===== src/rtl/rgb_gray_reader_if.sv =====
// rgb_gray_reader_if: frame-buffer byte stream,
// luma output handshake and controller signals.
interface rgb_gray_reader_if;
  logic       start;
  logic       in_valid;
  logic [7:0] in_data;
  logic       pause;
  logic [7:0] gray_data;
  logic       gray_valid;
  logic       gray_ready;
  logic       done;
  logic       overrun;

  modport master (
    output start,
    output in_valid,
    output in_data,
    output gray_ready,
    input  pause,
    input  gray_data,
    input  gray_valid,
    input  done,
    input  overrun
  );

  modport slave (
    input  start,
    input  in_valid,
    input  in_data,
    input  gray_ready,
    output pause,
    output gray_data,
    output gray_valid,
    output done,
    output overrun
  );
endinterface


===== src/rtl/rgb_gray_reader.sv =====
// rgb_gray_reader: R,G,B byte stream to 8-bit
// luma, one-byte skid absorbs bytes sent while paused.
module rgb_gray_reader #(
  parameter int N = 480,
  parameter int M = 320
) (
  input  logic clk,
  input  logic rst,
  rgb_gray_reader_if.slave bus
);

  localparam int PIX = N * M;
  localparam int CW  = (PIX > 1) ? $clog2(PIX) : 1;
  localparam logic [CW-1:0] LAST = CW'(PIX - 1);

  typedef enum logic [1:0] {
    IDLE,
    COLLECT,
    CALC,
    OUT
  } state_t;

  state_t        state;
  logic [7:0]    r_q;
  logic [7:0]    g_q;
  logic [7:0]    b_q;
  logic [7:0]    skid_q;
  logic          skid_full;
  logic [1:0]    idx;
  logic [CW-1:0] cnt;
  logic [7:0]    gray_q;
  logic          gv_q;
  logic          done_q;
  logic          ovr_q;

  logic          take;
  logic [7:0]    take_byte;
  logic [15:0]   acc;
  logic          pause_c;

  // Byte selection: skid has priority over the live stream
  always_comb begin
    take      = 1'b0;
    take_byte = bus.in_data;
    if (state == COLLECT) begin
      take      = skid_full | bus.in_valid;
      take_byte = skid_full ? skid_q : bus.in_data;
    end
  end

  // Luma: weights sum to 256, +128 rounds, fits 16 bits
  always_comb begin
    acc = 16'd77  * {8'd0, r_q}
        + 16'd150 * {8'd0, g_q}
        + 16'd29  * {8'd0, b_q}
        + 16'd128;
  end

  // Hold the read address whenever a byte cannot be taken
  always_comb begin
    pause_c = 1'b0;
    unique case (state)
      CALC:    pause_c = 1'b1;
      OUT:     pause_c = 1'b1;
      COLLECT: pause_c = skid_full;
      default: pause_c = 1'b0;
    endcase
  end

  assign bus.pause      = pause_c;
  assign bus.gray_data  = gray_q;
  assign bus.gray_valid = gv_q;
  assign bus.done       = done_q;
  assign bus.overrun    = ovr_q;

  // Frame FSM, skid buffer and registered outputs
  always_ff @(posedge clk) begin
    if (rst) begin
      state     <= IDLE;
      r_q       <= '0;
      g_q       <= '0;
      b_q       <= '0;
      skid_q    <= '0;
      skid_full <= 1'b0;
      idx       <= '0;
      cnt       <= '0;
      gray_q    <= '0;
      gv_q      <= 1'b0;
      done_q    <= 1'b0;
      ovr_q     <= 1'b0;
    end else begin
      done_q <= 1'b0;
      unique case (state)
        IDLE: begin
          if (bus.start) begin
            state     <= COLLECT;
            cnt       <= '0;
            idx       <= '0;
            skid_full <= 1'b0;
            ovr_q     <= 1'b0;
          end
        end
        COLLECT: begin
          if (take) begin
            unique case (idx)
              2'd0:    r_q <= take_byte;
              2'd1:    g_q <= take_byte;
              default: b_q <= take_byte;
            endcase
            if (idx == 2'd2) begin
              idx   <= '0;
              state <= CALC;
            end else begin
              idx <= idx + 2'd1;
            end
          end
          if (skid_full) begin
            if (bus.in_valid) begin
              skid_q <= bus.in_data;
            end else begin
              skid_full <= 1'b0;
            end
          end
        end
        CALC: begin
          gray_q <= acc[15:8];
          gv_q   <= 1'b1;
          state  <= OUT;
          if (bus.in_valid) begin
            if (!skid_full) begin
              skid_q    <= bus.in_data;
              skid_full <= 1'b1;
            end else begin
              ovr_q <= 1'b1;
            end
          end
        end
        OUT: begin
          if (bus.in_valid) begin
            if (!skid_full) begin
              skid_q    <= bus.in_data;
              skid_full <= 1'b1;
            end else begin
              ovr_q <= 1'b1;
            end
          end
          if (bus.gray_ready) begin
            gv_q <= 1'b0;
            if (cnt == LAST) begin
              done_q    <= 1'b1;
              cnt       <= '0;
              idx       <= '0;
              skid_full <= 1'b0;
              state     <= IDLE;
            end else begin
              cnt   <= cnt + 1'b1;
              state <= COLLECT;
            end
          end
        end
        default: state <= IDLE;
      endcase
    end
  end

endmodule

===== src/flat_wrapper.sv =====
// flat-port wrapper written by rule: the top's interface ports become plain ports
module rgb_gray_reader_flat 
#(
  parameter int N = 480,
  parameter int M = 320
)
  (clk, rst, bus_start, bus_in_valid, bus_in_data, bus_gray_ready, bus_pause, bus_gray_data, bus_gray_valid, bus_done, bus_overrun);
  rgb_gray_reader_if bus_i ();
  input  logic clk;
  input  logic rst;
  input wire logic [$bits(bus_i.start)-1:0] bus_start;
  input wire logic [$bits(bus_i.in_valid)-1:0] bus_in_valid;
  input wire logic [$bits(bus_i.in_data)-1:0] bus_in_data;
  input wire logic [$bits(bus_i.gray_ready)-1:0] bus_gray_ready;
  output wire logic [$bits(bus_i.pause)-1:0] bus_pause;
  output wire logic [$bits(bus_i.gray_data)-1:0] bus_gray_data;
  output wire logic [$bits(bus_i.gray_valid)-1:0] bus_gray_valid;
  output wire logic [$bits(bus_i.done)-1:0] bus_done;
  output wire logic [$bits(bus_i.overrun)-1:0] bus_overrun;
  assign bus_i.start = bus_start;
  assign bus_i.in_valid = bus_in_valid;
  assign bus_i.in_data = bus_in_data;
  assign bus_i.gray_ready = bus_gray_ready;
  assign bus_pause = bus_i.pause;
  assign bus_gray_data = bus_i.gray_data;
  assign bus_gray_valid = bus_i.gray_valid;
  assign bus_done = bus_i.done;
  assign bus_overrun = bus_i.overrun;
  rgb_gray_reader #(.N(N), .M(M)) u_core (.clk(clk), .rst(rst), .bus(bus_i));
endmodule

===== config.mk =====
export PLATFORM = sky130hd
export DESIGN_NAME = rgb_gray_reader_flat
export DESIGN_NICKNAME = d
export VERILOG_FILES = /design/src/rtl/rgb_gray_reader_if.sv /design/src/rtl/rgb_gray_reader.sv /design/src/flat_wrapper.sv
export SDC_FILE = /design/constraint.sdc
export NUM_CORES = 1
export LEC_CHECK = 0
export BUFFER_PORTS_ARGS = -buffer_cell sky130_fd_sc_hd__buf_2
export CAP_MARGIN = 20
export CORE_MARGIN = 2
export CORE_UTILIZATION = 51
export CTS_CLUSTER_SIZE = 14
export DETAILED_ROUTE_END_ITERATION = 8
export PLACE_DENSITY = 0.68
export SLEW_MARGIN = 20
export SYNTH_ARGS = -nofsm -noshare
export SYNTH_HDL_FRONTEND = slang
export SYNTH_SLANG_ARGS = --single-unit

===== constraint.sdc =====
create_clock -name clk -period 7 [get_ports clk]
set_input_delay 0.35 -clock clk [delete_from_list [all_inputs] [get_ports clk]]
set_output_delay 0.35 -clock clk [all_outputs]
set_load 0.01 [all_outputs]

==> key figures, run 1 <==
Outcome
  • Status: complete, no violations

Worst setup path
  • Slowest cell on crit path: fa_1
  • CP Data Arrival Time: 6850 ps
  • Setup crit end kind: flip-flop
  • Buf+Inv Stages, Crit Path: 4
  • WS Path Type: flip-flop to flip-flop
  • Cell Chain, Critical Path: ha_1 -> ha_1 -> inv_1 -> fa_1 -> fa_1 -> inv_1 -> ha_1 -> xor2_2 -> fa_1 -> fa_1 -> inv_1 -> fa_1 -> inv_1 -> fa_1 -> ha_1 -> ha_1 -> a21o_1 -> a311oi_2 -> or2_2 -> o21ai_1 -> o211a_1 -> nor4_1
  • Crit start category: flip-flop
  • Most used cell, CP: fa_1
  • CP max FO: 5
  • Req. time, crit path: 7220 ps
  • CP max stage delay: 530 ps
  • Largest delay share family, worst path: adder cells

Timing
  • RSZ-0062 raised after global routing: false
  • Final setup fails: 0
  • Slew HR: 0.2949
  • Period utilization: 0.9474
  • Clock skew: 6.328 ps
  • Final TNS setup: 0 ps
  • Final Hold Vio Count: 0
  • Fmax: 0.1508 GHz
  • Worst slew pin tran: 1058 ps
  • Slew Limit Fails: 0
  • Fin crit period: 6632 ps

Yosys
  • Post-synth EDFFs: 0
  • Cells taking the most area after synthesis: dfxtp_1, ha_1, fa_1, inv_1, nor2_1
  • Count leader, synth: inv_1
  • Cell taking the most area after synthesis: dfxtp_1
  • Synth top cells by count: inv_1, ha_1, nor2_1
  • Syn avg cell area: 9.426 um^2
  • Area share of the largest cell type after synthesis: 0.2108
  • FF+latch count, synth: 66
  • Syn Nets: 835
  • Synthesized instance count: 665
  • Synth Flop Type: dfxtp_1
  • Yosys cell types: 64
  • Register area share after synthesis: 0.2108
  • Share of synthesized flip-flops with an asynchronous set or reset: 0
  • Yosys warning count: 0
  • Netlist Area Pre-Place: 0.006269 mm^2

Clocking
  • Insertion delay to the later sink of the worst-skew pair: 320 ps
  • Root Buffer: clkbuf_16
  • H-tree lvl count: 3
  • Total CTS buffers: 9
  • CTS hold repair buffers: 0
  • CTS tree: built
  • CTS sink cnt: 66
  • Reg clk slew, reported paths: 50 ps
  • CTS max path bufs: 2

Finish
  • Finished Layout Cells: 833
  • Fraction of layout cells with a size suffix above 1: 0.09913
  • Fillers: 1100
  • Area delta synth->final: 7.984%
  • Footprint of the multi-input gates: 0.004434 mm^2
  • Final net count: 852
  • Diodes inserted: 0
  • Register area: 0.001324 mm^2
  • Final core occ: 0.5635

Power
  • Static leakage: 3.416 nW
  • Clk pwr share: 0.235
  • Pint: 1.086 mW
  • P_sw: 0.7694 mW
  • Sw frac: 0.4148
  • Sequential share of power: 0.265
  • Logic pwr share: 0.501
  • VDD IR-drop max: 0.2163 mV
  • Power Density: 274.0 mW/mm^2

Detailed routing
  • Detailed Routing Iterations Pass 1: 4
  • Drt wl/cell: 14.49 um
  • Total wire length: 12070 um
  • Post-route ant nets: 0
  • Vias per inst: 5.336
  • Drc violations: 0
  • DRT iter0 DRCs: 131
  • Vias: 4445

Global route
  • Initial antenna violation count: 0
  • Gr usage total: 0.1970
  • Vias in the first global route: 4515
  • First-pass GRT wire length: 20840 um
  • Total grt overflow: 0
  • Largest net degree at the start of global routing: 58

Flow run
  • Max Cap Viol: 0

Floorplanning
  • Core footprint: 0.01201 mm^2
  • Die ar.: 0.01319 mm^2
  • Initial core utilization: 0.5219
  • Row count: 40
  • Ports: 25
  • Die Y-Extent: 114.9 um
  • Die Wd: 114.9 um

Placement
  • Final HPWL DP: 9827 um
  • DP Cell Count: 818
  • RePlAce Congestion: 0.8677
  • Port Buffers: 24

Worst hold path
  • Worst min path class: primary input to flip-flop
-- area by class of cell --
type | instances | share of cell area
Clock inverter | 3 | 0.005915
Sequential cell | 66 | 0.1956
Inverter | 112 | 0.06211
Tap cell | 147 | 0.02717
Multi-Input combinational cell | 469 | 0.6551
Timing Repair Buffer | 24 | 0.01774
Clock buffer | 12 | 0.03641
-- logic make-up (layout without fill, tap and decap cells) --
group	count (synthesis)	count (layout)	share of synthesized area
xor gates and xnor gates	29	29	0.04052
buffers and inverters	130	151	0.08403
and+or+nand+nor	170	170	0.1415
AOI/OAI and AO/OA	90	90	0.1072
adders and majority gates	157	157	0.3792
muxes	23	23	0.03673
DFF	66	66	0.2108
-- flip-flops by register name, summed over array words and instances, names as in the netlist, 2 cells and up --
| signal | count |
|---|---|
| u_core.b_q | 8 |
| u_core.bus.gray_data | 8 |
| u_core.cnt | 18 |
| u_core.g_q | 8 |
| u_core.idx | 2 |
| u_core.r_q | 8 |
| u_core.skid_q | 8 |
| u_core.state | 2 |
-- layout by cell type, fill, tap and decap left out, drive strengths merged, types with 21 or more instances in the layout --
master,instances
inv,112
ha,102
nor2,73
dfxtp,66
fa,55
a211oi,28
nand2,25
buf,24
mux2i,23
a21oi,21
-- routing by layer --
| metal | GRT usage | up-vias | part of all wire | routed length (um) |
|---|---|---|---|---|
| met4 | 0.06908 | 0 | 0.018 | 218 |
| met3 | 0.02952 | 13 | 0.020 | 239 |
| li1 | - | 2261 | - | - |
| met2 | 0.3322 | 38 | 0.49 | 5974 |
| met5 | 0 | - | 0 | 0 |
| met1 | 0.2588 | 2133 | 0.47 | 5641 |
-- power groups by stage --
stage               combinational [mW]  clock [mW]  sequential [mW]
finish                           0.929       0.435            0.491
global route                      1.08       0.460            0.501
CTS                              0.940       0.444            0.492
detailed placement               0.931           0            0.499
global placement                 0.898           0            0.496
floorplan                        0.736           0            0.484
-- worst paths after layout --
check | startpoint | end | slack [ps] | depth (start not counted)
max | u_core.g_q[4] | u_core.bus.gray_data[7] | 370 | 22
min | bus_in_data[6] | u_core.skid_q[6] | 280 | 3
min reg2reg | u_core.bus.gray_data[6] | u_core.bus.gray_data[6] | 470 | 2
max reg2reg | u_core.g_q[4] | u_core.bus.gray_data[7] | 370 | 22
-- per-stage QoR --
stage                     setup slack, ps  instance area, um^2  hold WS (ps)  power (mW)
after floorplan                     725.1                 6269         460.1       1.221
after global placement              424.4                 6466         464.1       1.393
after detailed placement            140.8                 6466         470.3       1.430
after CTS                           67.40                 6753         271.6       1.875
after global routing                30.00                 6769         296.3       2.038
final                               368.2                 6769         279.3       1.855
-- tightest hold or removal path: stages --
cell     delay, ps
buf_2           90
mux2i_1         60
nor2_1          70
-- timing repair --
action | CTS | global route
setup endpoints to repair | 0 | 3
setup buffers | 0 | 0
resized for setup | 0 | 5
hold endpoints to repair | 0 | 0
(Power assumes the default switching activity.)
==> run 2: changes to the inputs <==
CORE_ASPECT_RATIO = 1.5   (was not set)
==> run 2 against run 1 <==
Against the previous run:
- routed wire length up 8.7%
- combinational power up 2%
- via count up 1.1%
- maximum frequency down 0.25%
- global-route usage up 2.2 points
- non-clock buffer count up 1
- sequential share of layout area down 0.14 points
- first-iteration DRC count up 33%
- total power up 3.3%
- worst hold slack worse by 21 ps
- critical path type unchanged
- highest routed layer unchanged
==> key figures, run 2 (synthesis gave the netlist of run 1 again) <==
Outcome
  • Status: complete, no violations (unchanged)

Timing
  • RSZ-0062 raised after global routing: false (unchanged)
  • Final setup fails: 0 (unchanged)
  • Final worst setup slack: 352.0 ps (was 368.2 ps)
  • Slew HR: 0.3577 (was 0.2949)
  • Fmax: 0.1504 GHz (was 0.1508 GHz)
  • Final Hold Vio Count: 0 (unchanged)
  • Hold slack: 258.2 ps (was 279.3 ps)
  • Slew Limit Fails: 0 (unchanged)
  • Fin crit period: 6648 ps (was 6632 ps)
  • Worst slew pin tran: 958.2 ps (was 1058 ps)
  • Final TNS setup: 0 ps (unchanged)
  • Period utilization: 0.9497 (was 0.9474)
  • Clock skew: 8.233 ps (was 6.328 ps)

Detailed routing
  • Drt wl/cell: 15.61 um (was 14.49 um)
  • Post-route ant nets: 0 (unchanged)
  • Total wire length: 13120 um (was 12070 um)
  • Drc violations: 0 (unchanged)
  • Vias: 4493 (was 4445)
  • Detailed Routing Iterations Pass 1: 4 (unchanged)
  • Vias per inst: 5.342 (was 5.336)
  • DRT iter0 DRCs: 174 (was 131)

Global route
  • Vias in the first global route: 4768 (was 4515)
  • Gr usage total: 0.2190 (was 0.1970)
  • Initial antenna violation count: 0 (unchanged)
  • Largest net degree at the start of global routing: 58 (unchanged)
  • First-pass GRT wire length: 22580 um (was 20840 um)
  • Total grt overflow: 0 (unchanged)

Worst setup path
  • Worst reg-to-reg path cell count: 22 (unchanged)
  • Req. time, crit path: 7220 ps (about the same)
  • CP Data Arrival Time: 6860 ps (was 6850 ps)
  • FF-to-FF End: u_core.bus.gray_data[7] (unchanged)
  • Reg-to-reg slack, setup: 350 ps (was 370 ps)
  • CP max FO: 5 (unchanged)
  • Most used cell, CP: fa_1 (unchanged)
  • Slowest cell on crit path: fa_1 (unchanged)
  • Crit Reg-Reg Startpoint: u_core.g_q[4] (unchanged)
  • Setup crit end kind: flip-flop (unchanged)
  • CP max stage delay: 520 ps (was 530 ps)
  • Cell Chain, Critical Path: ha_1 -> ha_1 -> inv_1 -> fa_1 -> fa_1 -> inv_1 -> ha_1 -> xor2_1 -> fa_1 -> fa_1 -> inv_1 -> fa_1 -> inv_1 -> fa_1 -> ha_1 -> ha_1 -> a21o_1 -> a311oi_2 -> or2_2 -> o21ai_0 -> nor4_1 -> nor4_2 (was ha_1 -> ha_1 -> inv_1 -> fa_1 -> fa_1 -> inv_1 -> ha_1 -> xor2_2 -> fa_1 -> fa_1 -> inv_1 -> fa_1 -> inv_1 -> fa_1 -> ha_1 -> ha_1 -> a21o_1 -> a311oi_2 -> or2_2 -> o21ai_1 -> o211a_1 -> nor4_1)
  • WS Path Type: flip-flop to flip-flop (unchanged)
  • Crit start category: flip-flop (unchanged)

Power
  • Static leakage: 3.444 nW (was 3.416 nW)
  • Power Density: 280.4 mW/mm^2 (was 274.0 mW/mm^2)
  • VDD IR-drop max: 0.3110 mV (was 0.2163 mV)
  • Sw frac: 0.4224 (was 0.4148)
  • P_sw: 0.8091 mW (was 0.7694 mW)
  • Logic pwr share: 0.494 (was 0.501)
  • Clk pwr share: 0.251 (was 0.235)
  • Sequential share of power: 0.255 (was 0.265)
  • Pint: 1.106 mW (was 1.086 mW)

Placement
  • RePlAce Congestion: 0.9090 (was 0.8677)
  • Pre-CTS WS: 266.0 ps (was 140.8 ps)
  • Port Buffers: 24 (unchanged)
  • Final HPWL DP: 10520 um (was 9827 um)
  • DP Cell Count: 824 (was 818)

Clocking
  • CTS sink cnt: 66 (unchanged)
  • Root Buffer: clkbuf_16 (unchanged)
  • H-tree lvl count: 3 (unchanged)
  • CTS tree: built (unchanged)
  • CTS max path bufs: 2 (unchanged)
  • Setup Buffers After CTS: 0 (unchanged)
  • Reg clk slew, reported paths: 60 ps (was 50 ps)
  • Total CTS buffers: 9 (unchanged)
  • CTS hold repair buffers: 0 (unchanged)
  • Insertion delay to the later sink of the worst-skew pair: 340 ps (was 320 ps)

Finish
  • Diodes inserted: 0 (unchanged)
  • Area delta synth->final: 8.962% (was 7.984%)
  • Most frequent cells in the layout: inv_1, ha_1, nor2_1 (unchanged)
  • Largest register FFs: 18 (unchanged)
  • Final net count: 853 (was 852)
  • Fraction of layout cells with a size suffix above 1: 0.1076 (was 0.09913)
  • Final core occ: 0.5684 (was 0.5635)
  • Fillers: 1137 (was 1100)
  • Largest Register: u_core.cnt (unchanged)
  • Commonest non-fill, non-tap cell in the layout: inv_1 (unchanged)
  • Finished Layout Cells: 841 (was 833)

Floorplanning
  • Initial core utilization: 0.5217 (was 0.5219)
  • Ports: 25 (unchanged)
  • Core footprint: 0.01202 mm^2 (was 0.01201 mm^2)
  • Die Wd: 94.52 um (was 114.9 um)
  • Die ar.: 0.01321 mm^2 (was 0.01319 mm^2)
  • Die Y-Extent: 139.8 um (was 114.9 um)
  • Row count: 49 (was 40)

Flow run
  • Max Cap Viol: 0 (unchanged)

Worst hold path
  • Hold endpoint: u_core.skid_q[1] (was u_core.skid_q[6])
  • Worst min path class: primary input to flip-flop (unchanged)
  • Min-delay src: bus_in_data[1] (was bus_in_data[6])
  • Hold Path Depth: 3 (unchanged)
-- run 2: final cells by class --
class                           instances  area [um^2]  area share
Multi-Input combinational cell        469         4439      0.6499
Timing Repair Buffer                   25        140.1     0.02052
Tap cell                              153        191.4     0.02803
Inverter                              112        420.4     0.06155
Clock inverter                          5        60.06    0.008793
Sequential cell                        66         1326      0.1942
Clock buffer                           11        252.7     0.03700
-- run 2: worst max path at each step --
stage                        startpoint                      end  slack (ps)  depth (start not counted)
final                     u_core.g_q[4]  u_core.bus.gray_data[7]         350                         22
after detailed placement  u_core.g_q[6]  u_core.bus.gray_data[7]         270                         22
after floorplan           u_core.g_q[4]  u_core.bus.gray_data[7]         730                         22
after global placement    u_core.g_q[4]  u_core.bus.gray_data[7]         410                         22
after global routing      u_core.g_q[4]  u_core.bus.gray_data[7]          40                         22
after CTS                 u_core.g_q[6]  u_core.bus.gray_data[7]         250                         22
-- run 2: stage by stage --
step / total power, mW / area [um^2]
floorplan: 1.221 / 6269
global placement: 1.398 / 6474
detailed placement: 1.435 / 6474
CTS: 1.929 / 6787
global route: 2.096 / 6830
finish: 1.915 / 6830
-- run 2: power by group through the flow --
stage / combinational [mW] / sequential (mW) / clock [mW]
after floorplan: 0.736 / 0.484 / 0
after global placement: 0.902 / 0.495 / 0
after detailed placement: 0.937 / 0.498 / 0
after CTS: 0.951 / 0.490 / 0.488
after global routing: 1.10 / 0.499 / 0.501
final: 0.946 / 0.489 / 0.480
-- run 2: critical path, delay by kind of cell, from the launching register on --
family | cells | cell delay, ps
adder cells (fa/ha/maj) | 11 | 4510
AO/OA/AOI/OAI | 3 | 630
AND/OR/NAND/NOR | 3 | 630
flip-flops | 1 | 350
XOR/XNOR | 1 | 200
buffers and inverters | 4 | 190
-- run 2: what timing repair did --
action	4_1_cts	5_1_grt
gates resized for setup	0	6
hold endpoints to repair	0	0
endpoints found under the setup margin	0	1
-- run 2: per-layer routing --
layer  track usage  up-vias  share of wire
li1              -     2255              -
met2        0.4026       53           0.56
met4       0.08924        0          0.033
met1        0.2458     2158           0.39
met5             0        -              0
met3       0.03465       27          0.022
==> run 3: changes to the inputs <==
ABC_AREA = 1   (was not set)
GPL_ROUTABILITY_DRIVEN = 0   (was not set)
REMOVE_ABC_BUFFERS = 1   (was not set)
==> run 3 against run 2 <==
Against the previous run:
- total power is 1.5% lower
- via count is 15% higher
- worst hold slack better by 34 ps
- clock skew is 0.74 ps higher
- design area is 4.5% higher
- clock power hardly changed
- sequential cell count stayed put
- largest power group unchanged
==> key figures, run 3 <==
Outcome
  • Status: complete, no violations (unchanged)

Detailed routing
  • Drc violations: 0 (unchanged)
  • Post-route ant nets: 0 (unchanged)
  • Drt wl/cell: 12.96 um (was 15.61 um)
  • DRT iter0 DRCs: 113 (was 174)
  • Vias per inst: 5.015 (was 5.342)
  • Vias: 5165 (was 4493)
  • Total wire length: 13350 um (was 13120 um)
  • Detailed Routing Iterations Pass 1: 4 (unchanged)

Timing
  • RSZ-0062 raised after global routing: false (unchanged)
  • Worst slew pin tran: 837.2 ps (was 958.2 ps)
  • Final TNS setup: 0 ps (unchanged)
  • Clock skew: 8.969 ps (was 8.233 ps)
  • Final setup fails: 0 (unchanged)
  • Fmax: 0.1591 GHz (was 0.1504 GHz)
  • Period utilization: 0.8978 (was 0.9497)
  • Slew HR: 0.4418 (was 0.3577)
  • Fin crit period: 6284 ps (was 6648 ps)
  • Final Hold Vio Count: 0 (unchanged)
  • Hold slack: 292.2 ps (was 258.2 ps)
  • Slew Limit Fails: 0 (unchanged)

Floorplanning
  • Die ar.: 0.01386 mm^2 (was 0.01321 mm^2)
  • Die Wd: 96.79 um (was 94.52 um)
  • Row count: 50 (was 49)
  • Initial core utilization: 0.5238 (was 0.5217)
  • Core footprint: 0.01257 mm^2 (was 0.01202 mm^2)
  • Die Y-Extent: 143.2 um (was 139.8 um)
  • Ports: 25 (unchanged)

Yosys
  • Synth top cells by count: inv_1, nand2_1, ha_1 (was inv_1, ha_1, nor2_1)
  • Share of synthesized flip-flops with an asynchronous set or reset: 0 (unchanged)
  • Cells taking the most area after synthesis: dfxtp_1, ha_1, fa_1, inv_1, nand2_1 (was dfxtp_1, ha_1, fa_1, inv_1, nor2_1)
  • Syn avg cell area: 7.740 um^2 (was 9.426 um^2)
  • Netlist Area Pre-Place: 0.006586 mm^2 (was 0.006269 mm^2)
  • Register area share after synthesis: 0.2006 (was 0.2108)
  • Cell taking the most area after synthesis: dfxtp_1 (unchanged)
  • Post-synthesis adder-cell area fraction: 0.3609 (was 0.3792)
  • Synth Flop Type: dfxtp_1 (unchanged)
  • FF+latch count, synth: 66 (unchanged)
  • Largest family of logic cells by synthesized area: adder cells (unchanged)
  • Yosys cell types: 37 (was 64)
  • Count leader, synth: inv_1 (unchanged)
  • Yosys warning count: 0 (unchanged)
  • Post-synthesis simple-gate area fraction: 0.1829 (was 0.1415)
  • Post-Synth XOR/XNOR Area: 0.02128 (was 0.04052)
  • Synthesized instance count: 851 (was 665)
  • Mux cell area share after synthesis: 0 (was 0.03673)
  • Post-synth EDFFs: 0 (unchanged)
  • Synth Area in Compound Gates: 0.1165 (was 0.1072)
  • Area share of the largest cell type after synthesis: 0.2006 (was 0.2108)

Finish
  • Most frequent cells in the layout: inv_1, nand2_1, ha_1 (was inv_1, ha_1, nor2_1)
  • Largest register FFs: 18 (unchanged)
  • Area delta synth->final: 8.359% (was 8.962%)
  • Commonest non-fill, non-tap cell in the layout: inv_1 (unchanged)
  • Largest Register: u_core.cnt (unchanged)
  • Fraction of layout cells with a size suffix above 1: 0.07323 (was 0.1076)
  • Fillers: 1186 (was 1137)
  • Diodes inserted: 0 (unchanged)
  • Design Area, Final: 0.007137 mm^2 (was 0.006830 mm^2)
  • Final net count: 1039 (was 853)

Power
  • VDD IR-drop max: 0.2705 mV (was 0.3110 mV)
  • Power Density: 264.3 mW/mm^2 (was 280.4 mW/mm^2)
  • Total power: 1.886 mW (was 1.915 mW)
  • Static leakage: 3.845 nW (was 3.444 nW)

Worst setup path
  • Slowest cell on crit path: fa_1 (unchanged)
  • Crit Reg-Reg Startpoint: u_core.g_q[4] (unchanged)
  • CP max FO: 5 (unchanged)
  • CP Data Arrival Time: 6520 ps (was 6860 ps)
  • Reg-to-reg slack, setup: 720 ps (was 350 ps)
  • FF-to-FF End: u_core.bus.gray_data[7] (unchanged)
  • Setup crit end kind: flip-flop (unchanged)
  • Worst setup endpoint: u_core.bus.gray_data[7] (unchanged)
  • Crit start category: flip-flop (unchanged)
  • Req. time, crit path: 7230 ps (was 7220 ps)
  • Most used cell, CP: inv_1 (was fa_1)
  • CP max stage delay: 520 ps (about the same)
  • WS Path Type: flip-flop to flip-flop (unchanged)
  • Worst reg-to-reg path cell count: 27 (was 22)
  • Largest delay share family, worst path: adder cells (unchanged)
  • Crit. path cell count: 27 (was 22)
  • Buf+Inv Stages, Crit Path: 7 (was 4)
  • CP Launch Point: u_core.g_q[4] (unchanged)

Clocking
  • CTS max path bufs: 2 (unchanged)
  • H-tree lvl count: 3 (unchanged)
  • Insertion delay to the later sink of the worst-skew pair: 340 ps (about the same)
  • CTS hold repair buffers: 0 (unchanged)
  • Reg clk slew, reported paths: 60 ps (about the same)
  • Setup Buffers After CTS: 0 (unchanged)
  • Total CTS buffers: 9 (unchanged)
  • Resized cells post-CTS: 0 (unchanged)
  • CTS sink cnt: 66 (unchanged)
  • CTS tree: built (unchanged)
  • Root Buffer: clkbuf_16 (unchanged)

Global route
  • Gr usage total: 0.2069 (was 0.2190)
  • Vias in the first global route: 5240 (was 4768)
  • Total grt overflow: 0 (unchanged)
  • Initial antenna violation count: 0 (unchanged)
  • First-pass GRT wire length: 23380 um (was 22580 um)
  • Largest net degree at the start of global routing: 34 (was 58)

Flow run
  • Max Cap Viol: 0 (unchanged)

Worst hold path
  • Worst min path class: primary input to flip-flop (unchanged)

Placement
  • Port Buffers: 24 (unchanged)
  • Final HPWL DP: 10950 um (was 10520 um)
  • Placed standard-cell area: 0.006820 mm^2 (was 0.006474 mm^2)
## run 3: cell types whose count changed in the layout (fill, tap and decap cells not counted), sizes merged, moves of 23 or more
cell,previous run,this run
mux2i,23,0
o21ai,15,38
nand2,25,139
a21oi,21,62
nand3,15,39
inv,114,187
## run 3: power breakdown
part,switching [mW],total (mW),internal [mW]
registers,0.0517,0.495,0.443
clock network,0.183,0.480,0.297
logic,0.586,0.911,0.325
## run 3: kinds of logic after synthesis
kind of cell             count (synthesis)
AO/OA/AOI/OAI                          134
buffers and inverters                  202
AND/OR/NAND/NOR                        276
flip-flops                              66
XOR/XNOR                                16
adder cells (fa/ha/maj)                157
## run 3: area by class of cell
type / count / area [um^2] / share of cell area
multi-input cells: 583 / 4493 / 0.6296
flip-flops and latches: 66 / 1321 / 0.1851
inverters: 185 / 694.4 / 0.09730
clock buffers: 11 / 252.7 / 0.03541
repair buffers: 24 / 120.1 / 0.01683
well taps: 156 / 195.2 / 0.02735
clock inverters: 5 / 60.06 / 0.008415
## run 3: worst min-delay path by stage
stage,end,startpoint,cells after the start
after detailed placement,u_core.skid_q[7],u_core.skid_q[7],2
after CTS,u_core.skid_full,bus_start,4
after global routing,u_core.bus.done,bus_gray_ready,3
after global placement,u_core.skid_q[5],u_core.skid_q[5],2
final,u_core.skid_full,bus_start,4
after floorplan,u_core.bus.overrun,rst,1
## run 3: through the flow
stage	util	worst slack, ps	std cells
3_3_place_gp	0.5424	754.5	1014
2_1_floorplan	-	1011	834
5_1_grt	0.5676	292.7	1030
3_5_place_dp	0.5424	673.0	1014
6_report	0.5676	715.5	1030
4_1_cts	0.5673	672.6	1030
## run 3: routing by layer
metal / routed length (um) / vias up / GRT usage
met5: 0 / - / 0
met4: 423 / 0 / 0.08154
met3: 243 / 23 / 0.03133
met2: 6993 / 59 / 0.3918
met1: 5687 / 2342 / 0.2312
li1: - / 2741 / -
## run 3: tightest hold or removal path: stages
cell and delay [ps]:
buf_2 70, inv_1 40, nand3_1 60, a21oi_1 60
